File: config.mk
export PLATFORM = sky130hd
export DESIGN_NAME = add_sub_issuer_flat
export DESIGN_NICKNAME = d
export VERILOG_FILES = /design/src/rtl/add_sub_issuer_if.sv /design/src/rtl/add_sub_issuer.sv /design/src/flat_wrapper.sv
export SDC_FILE = /design/constraint.sdc
export NUM_CORES = 1
export LEC_CHECK = 0
export ABC_AREA = 1
export CAP_MARGIN = 20
export CORE_ASPECT_RATIO = 1.5
export CORE_MARGIN = 2
export CORE_UTILIZATION = 28
export CTS_BUF_LIST = sky130_fd_sc_hd__clkbuf_4
export DETAILED_ROUTE_END_ITERATION = 8
export PLACE_DENSITY = 0.58
export SLEW_MARGIN = 10
export SYNTH_ARGS = -nofsm -noshare
export SYNTH_HDL_FRONTEND = slang
export SYNTH_SLANG_ARGS = --single-unit
File: constraint.sdc
create_clock -name clk -period 2.4 [get_ports clk]
set_clock_uncertainty 0.15 [all_clocks]
set_input_delay 0.72 -clock clk [delete_from_list [all_inputs] [get_ports clk]]
set_output_delay 0.72 -clock clk [all_outputs]
set_load 0.005 [all_outputs]
File: src/rtl/add_sub_issuer_if.sv
// add_sub_issuer_if: issue port, host regfile port, add/sub unit port and status.
// slave = issuer side, master = decode/host/unit side.
interface add_sub_issuer_if;
  logic       instr_valid;
  logic       instr_ready;
  logic [1:0] instr_op;
  logic [1:0] instr_rd;
  logic [1:0] instr_rs1;
  logic [1:0] instr_rs2;

  logic       ext_we;
  logic [1:0] ext_addr;
  logic [7:0] ext_data;
  logic [1:0] ext_raddr;
  logic [7:0] ext_rdata;

  logic [7:0] au_in1;
  logic [7:0] au_in2;
  logic [1:0] au_op;
  logic [7:0] au_out;
  logic       au_done;

  logic       res_valid;
  logic [1:0] res_rd;
  logic [7:0] res_data;

  logic       busy;
  logic       err_timeout;
  logic       err_illegal;

  modport slave (
    input  instr_valid, instr_op,
    input  instr_rd, instr_rs1, instr_rs2,
    output instr_ready,
    input  ext_we, ext_addr, ext_data,
    input  ext_raddr,
    output ext_rdata,
    output au_in1, au_in2, au_op,
    input  au_out, au_done,
    output res_valid, res_rd, res_data,
    output busy, err_timeout, err_illegal
  );

  modport master (
    output instr_valid, instr_op,
    output instr_rd, instr_rs1, instr_rs2,
    input  instr_ready,
    output ext_we, ext_addr, ext_data,
    output ext_raddr,
    input  ext_rdata,
    input  au_in1, au_in2, au_op,
    output au_out, au_done,
    input  res_valid, res_rd, res_data,
    input  busy, err_timeout, err_illegal
  );
endinterface

File: src/rtl/add_sub_issuer.sv
// add_sub_issuer: issue/writeback controller for the packed add/sub unit.
// Ports: clk, rst (async active-low), io_if (slave: instr/ext/au/res/status).
module add_sub_issuer #(
  parameter int TIMEOUT = 8
) (
  input  logic              clk,
  input  logic              rst,
  add_sub_issuer_if.slave   io_if
);

  localparam int CW = (TIMEOUT > 2) ? $clog2(TIMEOUT) : 1;

  localparam logic [1:0] OP_ADD = 2'd0;
  localparam logic [1:0] OP_SUB = 2'd1;
  localparam logic [1:0] OP_MOV = 2'd2;
  localparam logic [1:0] OP_ILL = 2'd3;

  typedef enum logic [1:0] {
    IDLE  = 2'd0,
    ISSUE = 2'd1,
    WAIT  = 2'd2,
    WB    = 2'd3
  } state_t;

  state_t        r_state;
  logic [7:0]    r_rf [4];
  logic [CW-1:0] r_cnt;
  logic [1:0]    r_rd;
  logic [7:0]    r_in1;
  logic [7:0]    r_in2;
  logic [1:0]    r_op;
  logic          r_res_valid;
  logic [1:0]    r_res_rd;
  logic [7:0]    r_res_data;
  logic          r_err_to;
  logic          r_err_ill;

  logic          w_accept;
  logic          w_is_au;
  logic          w_is_mov;
  logic          w_is_ill;
  logic          w_to_hit;
  logic [7:0]    w_rs1_val;
  logic [7:0]    w_rs2_val;

  assign io_if.instr_ready = (r_state == IDLE);
  assign io_if.busy        = (r_state != IDLE);
  assign io_if.ext_rdata   = r_rf[io_if.ext_raddr];
  assign io_if.au_in1      = r_in1;
  assign io_if.au_in2      = r_in2;
  assign io_if.au_op       = r_op;
  assign io_if.res_valid   = r_res_valid;
  assign io_if.res_rd      = r_res_rd;
  assign io_if.res_data    = r_res_data;
  assign io_if.err_timeout = r_err_to;
  assign io_if.err_illegal = r_err_ill;

  assign w_accept  = io_if.instr_valid
                   & (r_state == IDLE);
  assign w_is_au   = (io_if.instr_op == OP_ADD)
                   | (io_if.instr_op == OP_SUB);
  assign w_is_mov  = (io_if.instr_op == OP_MOV);
  assign w_is_ill  = (io_if.instr_op == OP_ILL);

  // Pre-edge register values: an ext write in the
  // acceptance cycle lands after the operand capture.
  assign w_rs1_val = r_rf[io_if.instr_rs1];
  assign w_rs2_val = r_rf[io_if.instr_rs2];

  // Counter holds completed WAIT cycles minus one,
  // so hitting TIMEOUT-1 here means the TIMEOUT-th
  // idle WAIT cycle is ending.
  assign w_to_hit  = (r_cnt == CW'(TIMEOUT - 1));

  // Register file: ext write first, WB second, so the
  // writeback wins on an address collision.
  always_ff @(posedge clk or negedge rst) begin
    if (!rst) begin
      for (int i = 0; i < 4; i++) begin
        r_rf[i] <= 8'h00;
      end
    end else begin
      if (io_if.ext_we) begin
        r_rf[io_if.ext_addr] <= io_if.ext_data;
      end
      if (r_state == WB) begin
        r_rf[r_rd] <= r_res_data;
      end
    end
  end

  always_ff @(posedge clk or negedge rst) begin
    if (!rst) begin
      r_state     <= IDLE;
      r_cnt       <= '0;
      r_rd        <= 2'd0;
      r_in1       <= 8'h00;
      r_in2       <= 8'h00;
      r_op        <= 2'd0;
      r_res_valid <= 1'b0;
      r_res_rd    <= 2'd0;
      r_res_data  <= 8'h00;
      r_err_to    <= 1'b0;
      r_err_ill   <= 1'b0;
    end else begin
      r_res_valid <= 1'b0;
      r_err_ill   <= 1'b0;
      unique case (r_state)
        IDLE: begin
          if (w_accept) begin
            unique case (1'b1)
              w_is_au: begin
                r_in1   <= w_rs1_val;
                r_in2   <= w_rs2_val;
                r_op    <= io_if.instr_op;
                r_rd    <= io_if.instr_rd;
                r_state <= ISSUE;
              end
              w_is_mov: begin
                r_rd        <= io_if.instr_rd;
                r_res_rd    <= io_if.instr_rd;
                r_res_data  <= w_rs1_val;
                r_res_valid <= 1'b1;
                r_state     <= WB;
              end
              w_is_ill: begin
                r_err_ill <= 1'b1;
              end
              default: begin
              end
            endcase
          end
        end
        ISSUE: begin
          r_cnt   <= '0;
          r_state <= WAIT;
        end
        WAIT: begin
          if (io_if.au_done) begin
            r_res_data  <= io_if.au_out;
            r_res_rd    <= r_rd;
            r_res_valid <= 1'b1;
            r_state     <= WB;
          end else if (w_to_hit) begin
            r_err_to <= 1'b1;
            r_state  <= IDLE;
          end else begin
            r_cnt <= r_cnt + CW'(1);
          end
        end
        WB: begin
          r_state <= IDLE;
        end
        default: begin
          r_state <= IDLE;
        end
      endcase
    end
  end

endmodule
File: src/flat_wrapper.sv
// flat-port wrapper written by rule: the top's interface ports become plain ports
module add_sub_issuer_flat 
#(
  parameter int TIMEOUT = 8
)
  (clk, rst, io_if_instr_valid, io_if_instr_op, io_if_instr_rd, io_if_instr_rs1, io_if_instr_rs2, io_if_instr_ready, io_if_ext_we, io_if_ext_addr, io_if_ext_data, io_if_ext_raddr, io_if_ext_rdata, io_if_au_in1, io_if_au_in2, io_if_au_op, io_if_au_out, io_if_au_done, io_if_res_valid, io_if_res_rd, io_if_res_data, io_if_busy, io_if_err_timeout, io_if_err_illegal);
  add_sub_issuer_if io_if_i ();
  input  logic clk;
  input  logic rst;
  input wire logic [$bits(io_if_i.instr_valid)-1:0] io_if_instr_valid;
  input wire logic [$bits(io_if_i.instr_op)-1:0] io_if_instr_op;
  input wire logic [$bits(io_if_i.instr_rd)-1:0] io_if_instr_rd;
  input wire logic [$bits(io_if_i.instr_rs1)-1:0] io_if_instr_rs1;
  input wire logic [$bits(io_if_i.instr_rs2)-1:0] io_if_instr_rs2;
  output wire logic [$bits(io_if_i.instr_ready)-1:0] io_if_instr_ready;
  input wire logic [$bits(io_if_i.ext_we)-1:0] io_if_ext_we;
  input wire logic [$bits(io_if_i.ext_addr)-1:0] io_if_ext_addr;
  input wire logic [$bits(io_if_i.ext_data)-1:0] io_if_ext_data;
  input wire logic [$bits(io_if_i.ext_raddr)-1:0] io_if_ext_raddr;
  output wire logic [$bits(io_if_i.ext_rdata)-1:0] io_if_ext_rdata;
  output wire logic [$bits(io_if_i.au_in1)-1:0] io_if_au_in1;
  output wire logic [$bits(io_if_i.au_in2)-1:0] io_if_au_in2;
  output wire logic [$bits(io_if_i.au_op)-1:0] io_if_au_op;
  input wire logic [$bits(io_if_i.au_out)-1:0] io_if_au_out;
  input wire logic [$bits(io_if_i.au_done)-1:0] io_if_au_done;
  output wire logic [$bits(io_if_i.res_valid)-1:0] io_if_res_valid;
  output wire logic [$bits(io_if_i.res_rd)-1:0] io_if_res_rd;
  output wire logic [$bits(io_if_i.res_data)-1:0] io_if_res_data;
  output wire logic [$bits(io_if_i.busy)-1:0] io_if_busy;
  output wire logic [$bits(io_if_i.err_timeout)-1:0] io_if_err_timeout;
  output wire logic [$bits(io_if_i.err_illegal)-1:0] io_if_err_illegal;
  assign io_if_i.instr_valid = io_if_instr_valid;
  assign io_if_i.instr_op = io_if_instr_op;
  assign io_if_i.instr_rd = io_if_instr_rd;
  assign io_if_i.instr_rs1 = io_if_instr_rs1;
  assign io_if_i.instr_rs2 = io_if_instr_rs2;
  assign io_if_instr_ready = io_if_i.instr_ready;
  assign io_if_i.ext_we = io_if_ext_we;
  assign io_if_i.ext_addr = io_if_ext_addr;
  assign io_if_i.ext_data = io_if_ext_data;
  assign io_if_i.ext_raddr = io_if_ext_raddr;
  assign io_if_ext_rdata = io_if_i.ext_rdata;
  assign io_if_au_in1 = io_if_i.au_in1;
  assign io_if_au_in2 = io_if_i.au_in2;
  assign io_if_au_op = io_if_i.au_op;
  assign io_if_i.au_out = io_if_au_out;
  assign io_if_i.au_done = io_if_au_done;
  assign io_if_res_valid = io_if_i.res_valid;
  assign io_if_res_rd = io_if_i.res_rd;
  assign io_if_res_data = io_if_i.res_data;
  assign io_if_busy = io_if_i.busy;
  assign io_if_err_timeout = io_if_i.err_timeout;
  assign io_if_err_illegal = io_if_i.err_illegal;
  add_sub_issuer #(.TIMEOUT(TIMEOUT)) u_core (.clk(clk), .rst(rst), .io_if(io_if_i));
endmodule
# After elaboration in Yosys (flattened, before gate mapping)
# Index checks and enable logic that the tools add are counted.
# classes
n_addsub	1
mul	0
div_mod_pow	0
order_cmp	7
eq_ne	14
n_shift	0
n_mux	40
bitwise_logic	8
reduce_logical	14
# op_table
cell	count
$mux 8	11
$bwmux 32	2
$mux 32	2
$bmux 8 s2	3
$demux 8 s2	2
$pmux 8 s2	1
$ge 3x3->1 const B	5
$not 2->3	5
$reduce_and 3->1	5
$mux 2	6
$eq 2x2->1 const B	4
$pmux 2 s2	2
$pmux 2 s4	1
$lt 3x1->1 const B	2
$mux 1	6
$mux 3	2
$ne 2x2->1 const B	3
$pmux 3 s2	1
$reduce_bool 2->1	3
$eq 2x1->1 const B	2
$logic_not 2->1	2
$ne 2x1->1 const B	2
$reduce_and 4->1	1
$add 3x1->3 const B	1
9 further kinds	10
# word_totals
reg_bits	70
latchBits	0
ramBits	0
romBits	0
inputBits	33
elab_cells	99
mem_count	0

# Longest topological paths before layout
# Gate-level depths: netlist of the first run.
# logic_depth
ltp_word	9
depth_mapped	9
depth_no_buf	8

# Least setup slack after synthesis of the first run
# No wires, ideal clock.
# synth_path
path_kind	input-to-output
start	in io_if_ext_raddr[0]
end	out io_if_ext_rdata[0]
arrival_time_ns	1.435
t_required_ns	1.530
path_slack_ns	0.095
stages	6
cell_sequence	buf_2 -> inv_1 -> buf_2 -> o21ai_0 -> a21oi_1 -> a21oi_1
# synth_between
elab_chain_len	4
# synth_rtl
element	line	source
from (decl)	flat_wrapper.sv:19	input wire logic [$bits(io_if_i.ext_raddr)-1:0] io_if_ext_raddr;
$not 2->3 (implied by the code)	add_sub_issuer.sv:48	assign io_if.ext_rdata = r_rf[io_if.ext_raddr];
$bmux 8 s2	add_sub_issuer.sv:48	
$mux 8 (implied by the code) (2 in a row)	add_sub_issuer.sv:48	
to (decl)	flat_wrapper.sv:20	output wire logic [$bits(io_if_i.ext_rdata)-1:0] io_if_ext_rdata;
# No other way between the ends. The select of a mux whose other input is x is not followed.

# Final worst setup path of the first run
# layout_path
start	in io_if_ext_raddr[0]
end	out io_if_ext_rdata[7]
# Same word-level chain as after synthesis.

==> flow_metrics.env, run 1 <==
export IMPL_final_nets=662
export IMPL_reg2reg_depth=7
export IMPL_drv_cap=0
export IMPL_grt_antenna_before_repair=1
export IMPL_switchingPower_uw=2380
export IMPL_max_vdd_ir_drop_v=0.000359
export IMPL_track_usage=0.172
export IMPL_htreeDepth=3
export IMPL_finalCritPeriodShare=0.998
export IMPL_slew_headroom=0.680
export IMPL_p_leak_uw=0.00256
export IMPL_netlist_area_sq_um=4010
export IMPL_die_y_um=151
export IMPL_worst_pin_slew_ns=0.479
export IMPL_crit_fanout=6
export IMPL_reg2reg_from="u_core.r_state[0]"
export IMPL_drive_gt1_frac=0.179
export IMPL_pin_count=74
export IMPL_fin_cells=825
export IMPL_fp_coreArea_sq_um=14000
export IMPL_utilization=0.387
export IMPL_rsz0062_at_grt="yes"
export IMPL_ys_seq_area_frac=0.437
export IMPL_first_pass_iters=5
export IMPL_drc=0
export IMPL_drt_initial_drc_count=231
export IMPL_rrSetupSlack_ns=0.70
export IMPL_pre_cts_slack_ns=-0.919
export IMPL_clkTransAtPathRegs_ns=0.13
export IMPL_dpl_hpwl_um=9490
export IMPL_overflow=0
export IMPL_fin_crit_ns=2.40
export IMPL_gp_congestion=0.925
export IMPL_viasPerCell=4.84
export IMPL_syn_inst=536
export IMPL_pwr_density_cell_nw_per_um2=1080
export IMPL_wl_per_cell_um=15.3
export IMPL_io_buffer_count=73
export IMPL_holdCritPathClass="input pin to asynchronous set/reset pin"
export IMPL_fp_row_count=53
export IMPL_r2r_end="u_core.io_if.res_data[3]"
export IMPL_comb_power_share=0.442
export IMPL_grt_pass1_wl_um=20100
export IMPL_grt_max_degree=71
export IMPL_synth_warnings=0
export IMPL_ctsHoldBuffers=0
export IMPL_intPower_uw=3450
export IMPL_crit_arrival_ns=1.53
export IMPL_syn_to_final_growth_pct=35.0
export IMPL_path_class="input pin to output port"
export IMPL_start_util=0.287
export IMPL_syn_nets=571
export IMPL_cts_tree="built"
export IMPL_slew_viol_final=0
export IMPL_p_sw_frac=0.408
export IMPL_cts_inserted_buffers=9
export IMPL_dp_cells=801
export IMPL_seq_power_share=0.385
export IMPL_synth_avg_cell_area_sq_um=7.48
export IMPL_setup_viol=0
export IMPL_grt_pass1_vias=3918
export IMPL_critPathCaptureType="output port"
export IMPL_required_ns=1.53
export IMPL_insertion_delay_ns=0.45
export IMPL_vias=3995
export IMPL_ys_ff_latch=70
export IMPL_fin_ws_ns=0.00420
export IMPL_root_buffer="clkbuf_4"
export IMPL_die_width_um=102
export IMPL_clkPwrFrac=0.173
export IMPL_cts_sinks=70
export IMPL_yosysUniqueCellTypes=28
export IMPL_fmax_mhz=417
export IMPL_outcome="finished clean"
export IMPL_die_area_sq_um=15300
export IMPL_antenna_left=0
export IMPL_worst_setup_path_start_kind="input pin"
export IMPL_hold_viol=0
export IMPL_drt_total_wl_um=12600
export IMPL_max_clock_path_buffers=2
worst max path at each step:
stage	start	end	slack [ns]	cells after the start
after floorplan	io_if_ext_raddr[0]	io_if_ext_rdata[0]	0.09	6
after global placement	io_if_ext_raddr[0]	io_if_ext_rdata[6]	-0.91	6
after detailed placement	io_if_ext_raddr[0]	io_if_ext_rdata[7]	-0.92	6
after CTS	io_if_ext_raddr[0]	io_if_ext_rdata[4]	-0.03	7
after global routing	io_if_ext_raddr[0]	io_if_ext_rdata[5]	-0.02	7
final	io_if_ext_raddr[0]	io_if_ext_rdata[7]	0.004	7
power by group through the flow:
stage | registers, uW | clock network, uW | logic, uW
after CTS | 2230 | 1040 | 2560
final | 2240 | 1010 | 2580
after detailed placement | 2250 | 0 | 2500
after floorplan | 2100 | 0 | 1410
after global placement | 2250 | 0 | 2450
after global routing | 2320 | 1080 | 2890
per-layer routing:
| metal | part of all wire | track usage |
|---|---|---|
| met1 | 0.40 | 0.196 |
| met2 | 0.53 | 0.304 |
| met3 | 0.042 | 0.0302 |
| met4 | 0.033 | 0.0824 |
| met5 | 0 | 0 |
layout make-up:
cell class / instances / area (sq um)
clock buffer: 9 / 67.6
sequential: 70 / 1750
fill: 1437 / 8580
timing repair inverter: 1 / 7.51
tap: 192 / 240
inverter: 42 / 175
antenna: 1 / 2.50
multi-input combinational: 399 / 2030
clock inverter: 7 / 121
timing repair buffer: 104 / 1010
synthesized netlist by cell type (all sizes together):
library cell	instances	area, sq um
nand2	201	796
dfrtp	70	1750
nand3	53	275
inv	42	168
o21ai	40	208
a21oi	36	180
nor2	26	139
o211ai	24	190
buf	19	148
a31oi	16	100
clkbuf	6	22.5
ha	2	25.0
a21o	1	7.51
worst max-delay path, cell delays in order:
cell and delay (ns):
buf_6 0.10, clkinvlp_4 0.08, buf_6 0.15, buf_6 0.12
nand2_1 0.06, a21oi_2 0.16, buf_2 0.14
what timing repair did:
| action | 4_1_cts | 5_1_grt |
|---|---|---|
| gates cloned | 1 | 0 |
| hold endpoints to repair | 0 | 0 |
| pin swaps | 8 | 6 |
| resized for setup | 82 | 9 |
| endpoints found under the setup margin | 10 | 6 |
| setup buffers | 6 | 1 |
registers in the layout, indices dropped and copies added, names as in the netlist:
name / cells
u_core.io_if.au_in1: 8
u_core.io_if.au_in2: 8
u_core.io_if.au_op: 2
u_core.io_if.err_illegal: 1
u_core.io_if.err_timeout: 1
u_core.io_if.res_data: 8
u_core.io_if.res_rd: 2
u_core.io_if.res_valid: 1
u_core.r_cnt: 3
u_core.r_rd: 2
u_core.r_rf: 32
u_core.r_state: 2
metrics by stage:
stage               instance area, sq um  setup TNS, ns  hold WS (ns)  total power [uW]
floorplan                           4010              0         0.274              3510
global placement                    5040          -6.77         0.294              4700
detailed placement                  5040          -6.97         0.300              4750
CTS                                 5350        -0.0299         0.122              5830
global route                        5410        -0.0763         0.133              6290
finish                              5410              0         0.103              5830
cell usage in the layout, fill, tap and decap left out, types with 2 or more instances in the layout:
| cell type | instances |
|---|---|
| nand2_1 | 189 |
| dfrtp_1 | 69 |
| clkdlybuf4s50_1 | 60 |
| nand3_1 | 51 |
| inv_1 | 34 |
| a21oi_1 | 22 |
| o211ai_1 | 22 |
| nor2_1 | 21 |
| buf_4 | 21 |
| a31oi_1 | 16 |
| o21ai_1 | 16 |
| a21oi_2 | 14 |
| o21ai_0 | 14 |
| nand2_2 | 10 |
| clkbuf_4 | 9 |
| buf_2 | 9 |
| o21ai_2 | 7 |
| buf_12 | 6 |
| buf_6 | 5 |
| inv_2 | 4 |
| clkinvlp_4 | 3 |
| inv_6 | 3 |
| nor2_4 | 3 |
| o21ai_4 | 3 |
| bufinv_16 | 3 |
| nand3_2 | 2 |
| o211ai_2 | 2 |
| ha_1 | 2 |
| clkinv_4 | 2 |
| dlygate4sd2_1 | 2 |
cell families after synthesis:
group                      after synthesis  synth area share
AOI/OAI and AO/OA                      117             0.171
adders and majority gates                2           0.00624
buffers and inverters                   67            0.0842
DFF                                     70             0.437
and+or+nand+nor                        280             0.302
Note: power is estimated with default switching activity, not from simulation.
==> run 2: changes to the inputs <==
--- a/config.mk
+++ b/config.mk
@@ -12,6 +12,7 @@
 export CORE_UTILIZATION = 28
 export CTS_BUF_LIST = sky130_fd_sc_hd__clkbuf_4
 export DETAILED_ROUTE_END_ITERATION = 8
+export GPL_ROUTABILITY_DRIVEN = 0
 export PLACE_DENSITY = 0.58
 export SLEW_MARGIN = 10
 export SYNTH_ARGS = -nofsm -noshare
==> run 2 against run 1 <==
Critical path depth grew 1. The flow now finishes with violations (setup timing). Wire length shrank 0.60%. Count of clock-buffer cells in the layout is the same.
==> flow_metrics.env, run 2 (synthesis gave the netlist of run 1 again) <==
export IMPL_viasPerCell=4.83
export IMPL_max_clock_path_buffers=2
export IMPL_fin_hold_ws_ns=0.135
export IMPL_die_y_um=151
export IMPL_largest_reg_flops=32
export IMPL_fp_coreArea_sq_um=14000
export IMPL_path_class="input pin to output port"
export IMPL_hold_viol=0
export IMPL_track_usage=0.171
export IMPL_io_buffer_count=73
export IMPL_die_area_sq_um=15300
export IMPL_grt_pass1_wl_um=20300
export IMPL_die_width_um=102
export IMPL_finalCritPeriodShare=1.00
export IMPL_worst_setup_path_start_kind="input pin"
export IMPL_pwr_density_cell_nw_per_um2=1040
export IMPL_ctsHoldBuffers=0
export IMPL_setup_viol=1
export IMPL_grt_pass1_vias=4104
export IMPL_drive_gt1_frac=0.170
export IMPL_clkTransAtPathRegs_ns=0.12
export IMPL_first_pass_iters=4
export IMPL_largest_register="u_core.r_rf"
export IMPL_wl_per_cell_um=15.0
export IMPL_required_ns=1.53
export IMPL_worstPathCellList="buf_6, clkinvlp_4, buf_12, buf_6, o21ai_4, a21oi_2, a21oi_2, buf_2"
export IMPL_syn_to_final_growth_pct=34.6
export IMPL_outcome="finished, violations left"
export IMPL_crit_fanout=7
export IMPL_reg2reg_depth=13
export IMPL_root_buffer="clkbuf_4"
export IMPL_place_area_sq_um=5040
export IMPL_fin_ws_ns=-0.00713
export IMPL_design_area_sq_um=5400
export IMPL_final_cell_mix="nand2_1, dfrtp_1, clkdlybuf4s50_1, nand3_1, inv_1"
export IMPL_insertion_delay_ns=0.44
export IMPL_p_leak_uw=0.00259
export IMPL_fp_row_count=53
export IMPL_cts_inserted_buffers=9
export IMPL_layout_commonest_cell="nand2_1"
export IMPL_pin_count=74
export IMPL_fin_crit_ns=2.41
export IMPL_drt_initial_drc_count=266
export IMPL_dpl_hpwl_um=9520
export IMPL_drc=0
export IMPL_slew_headroom=0.686
export IMPL_drt_total_wl_um=12500
export IMPL_drv_cap=0
export IMPL_critPathCaptureType="output port"
export IMPL_cts_tree="built"
export IMPL_start_util=0.287
export IMPL_cp_slowest_cell="buf_12"
export IMPL_final_nets=670
export IMPL_fmax_mhz=415
export IMPL_worst_pin_slew_ns=0.471
export IMPL_cts_sinks=70
export IMPL_grt_antenna_before_repair=1
export IMPL_htreeDepth=3
export IMPL_holdCritPathClass="input pin to asynchronous set/reset pin"
export IMPL_slew_viol_final=0
export IMPL_utilization=0.386
export IMPL_overflow=0
export IMPL_failed_checks="setup timing"
export IMPL_antenna_left=0
export IMPL_crit_arrival_ns=1.54
export IMPL_critPathMaxStageDelay_ns=0.15
export IMPL_max_vdd_ir_drop_v=0.000296
export IMPL_grt_max_degree=71
export IMPL_vias=4020
[run 2: cell count changes in the layout (fill, tap and decap cells not counted), moves of 3 or more]
| cell | delta |
|---|---|
| buf_4 | +9 |
| a21oi_2 | -3 |
| o21ai_0 | +4 |
| o21ai_2 | -4 |
| nand2_1 | +3 |
| nand2_2 | -3 |
[run 2: per-layer routing]
layer  GRT usage  vias to the layer above  part of all wire
met1       0.185                     1881              0.38
met4      0.0797                        0             0.034
met2       0.311                      130              0.53
li1            -                     1983                 -
met3      0.0348                       26             0.052
met5           0                        -                 0
[run 2: stage by stage]
stage | instances | setup TNS [ns] | total power, uW | worst slack, ns
final | 833 | -0.00713 | 5630 | -0.00713
after global placement | 799 | -6.74 | 4660 | -0.877
after detailed placement | 799 | -7.06 | 4730 | -0.967
after global routing | 833 | -0.0618 | 6120 | -0.0568
after CTS | 832 | 0 | 5640 | 0.0189
after floorplan | 536 | 0 | 3510 | 0.0947
[run 2: report_power, final]
part | internal (uW) | switching [uW] | total (uW)
logic | 1280 | 1350 | 2630
registers | 1710 | 536 | 2240
clock network | 310 | 452 | 762
total | 3290 | 2340 | 5630
[run 2: cell type report]
cell class | instances | area, sq um
antenna | 1 | 2.50
clock buffer | 9 | 67.6
clock inverter | 7 | 65.1
fill | 1449 | 8600
inverter | 42 | 184
multi-input combinational | 399 | 1990
sequential | 70 | 1750
tap | 192 | 240
timing repair buffer | 113 | 1100
[run 2: critical path: cells and delay by family]
kind,cells,cell delay (ns)
compound gates,3,0.25
buf+inv,5,0.56
[run 2: what timing repair did]
item,4_1_cts,5_1_grt
pin swaps,6,1
gates resized for setup,66,12
setup buffers,16,0
cloned,1,0
setup endpoints to repair,10,6
[run 2: path summary, 6_finish.rpt]
path	startpoint	endpoint	slack [ns]
max in group asynchronous	rst	u_core.r_state[0]	1.66
min in group clk	u_core.io_if.au_op[1]	u_core.io_if.au_op[1]	0.34
worst max register to register	u_core.r_state[0]	u_core.io_if.res_data[3]	0.41
worst max-delay path	io_if_ext_raddr[1]	io_if_ext_rdata[4]	-0.007
worst min register to register	u_core.io_if.au_op[1]	u_core.io_if.au_op[1]	0.34
worst min-delay path	rst	u_core.r_rf[12]	0.13
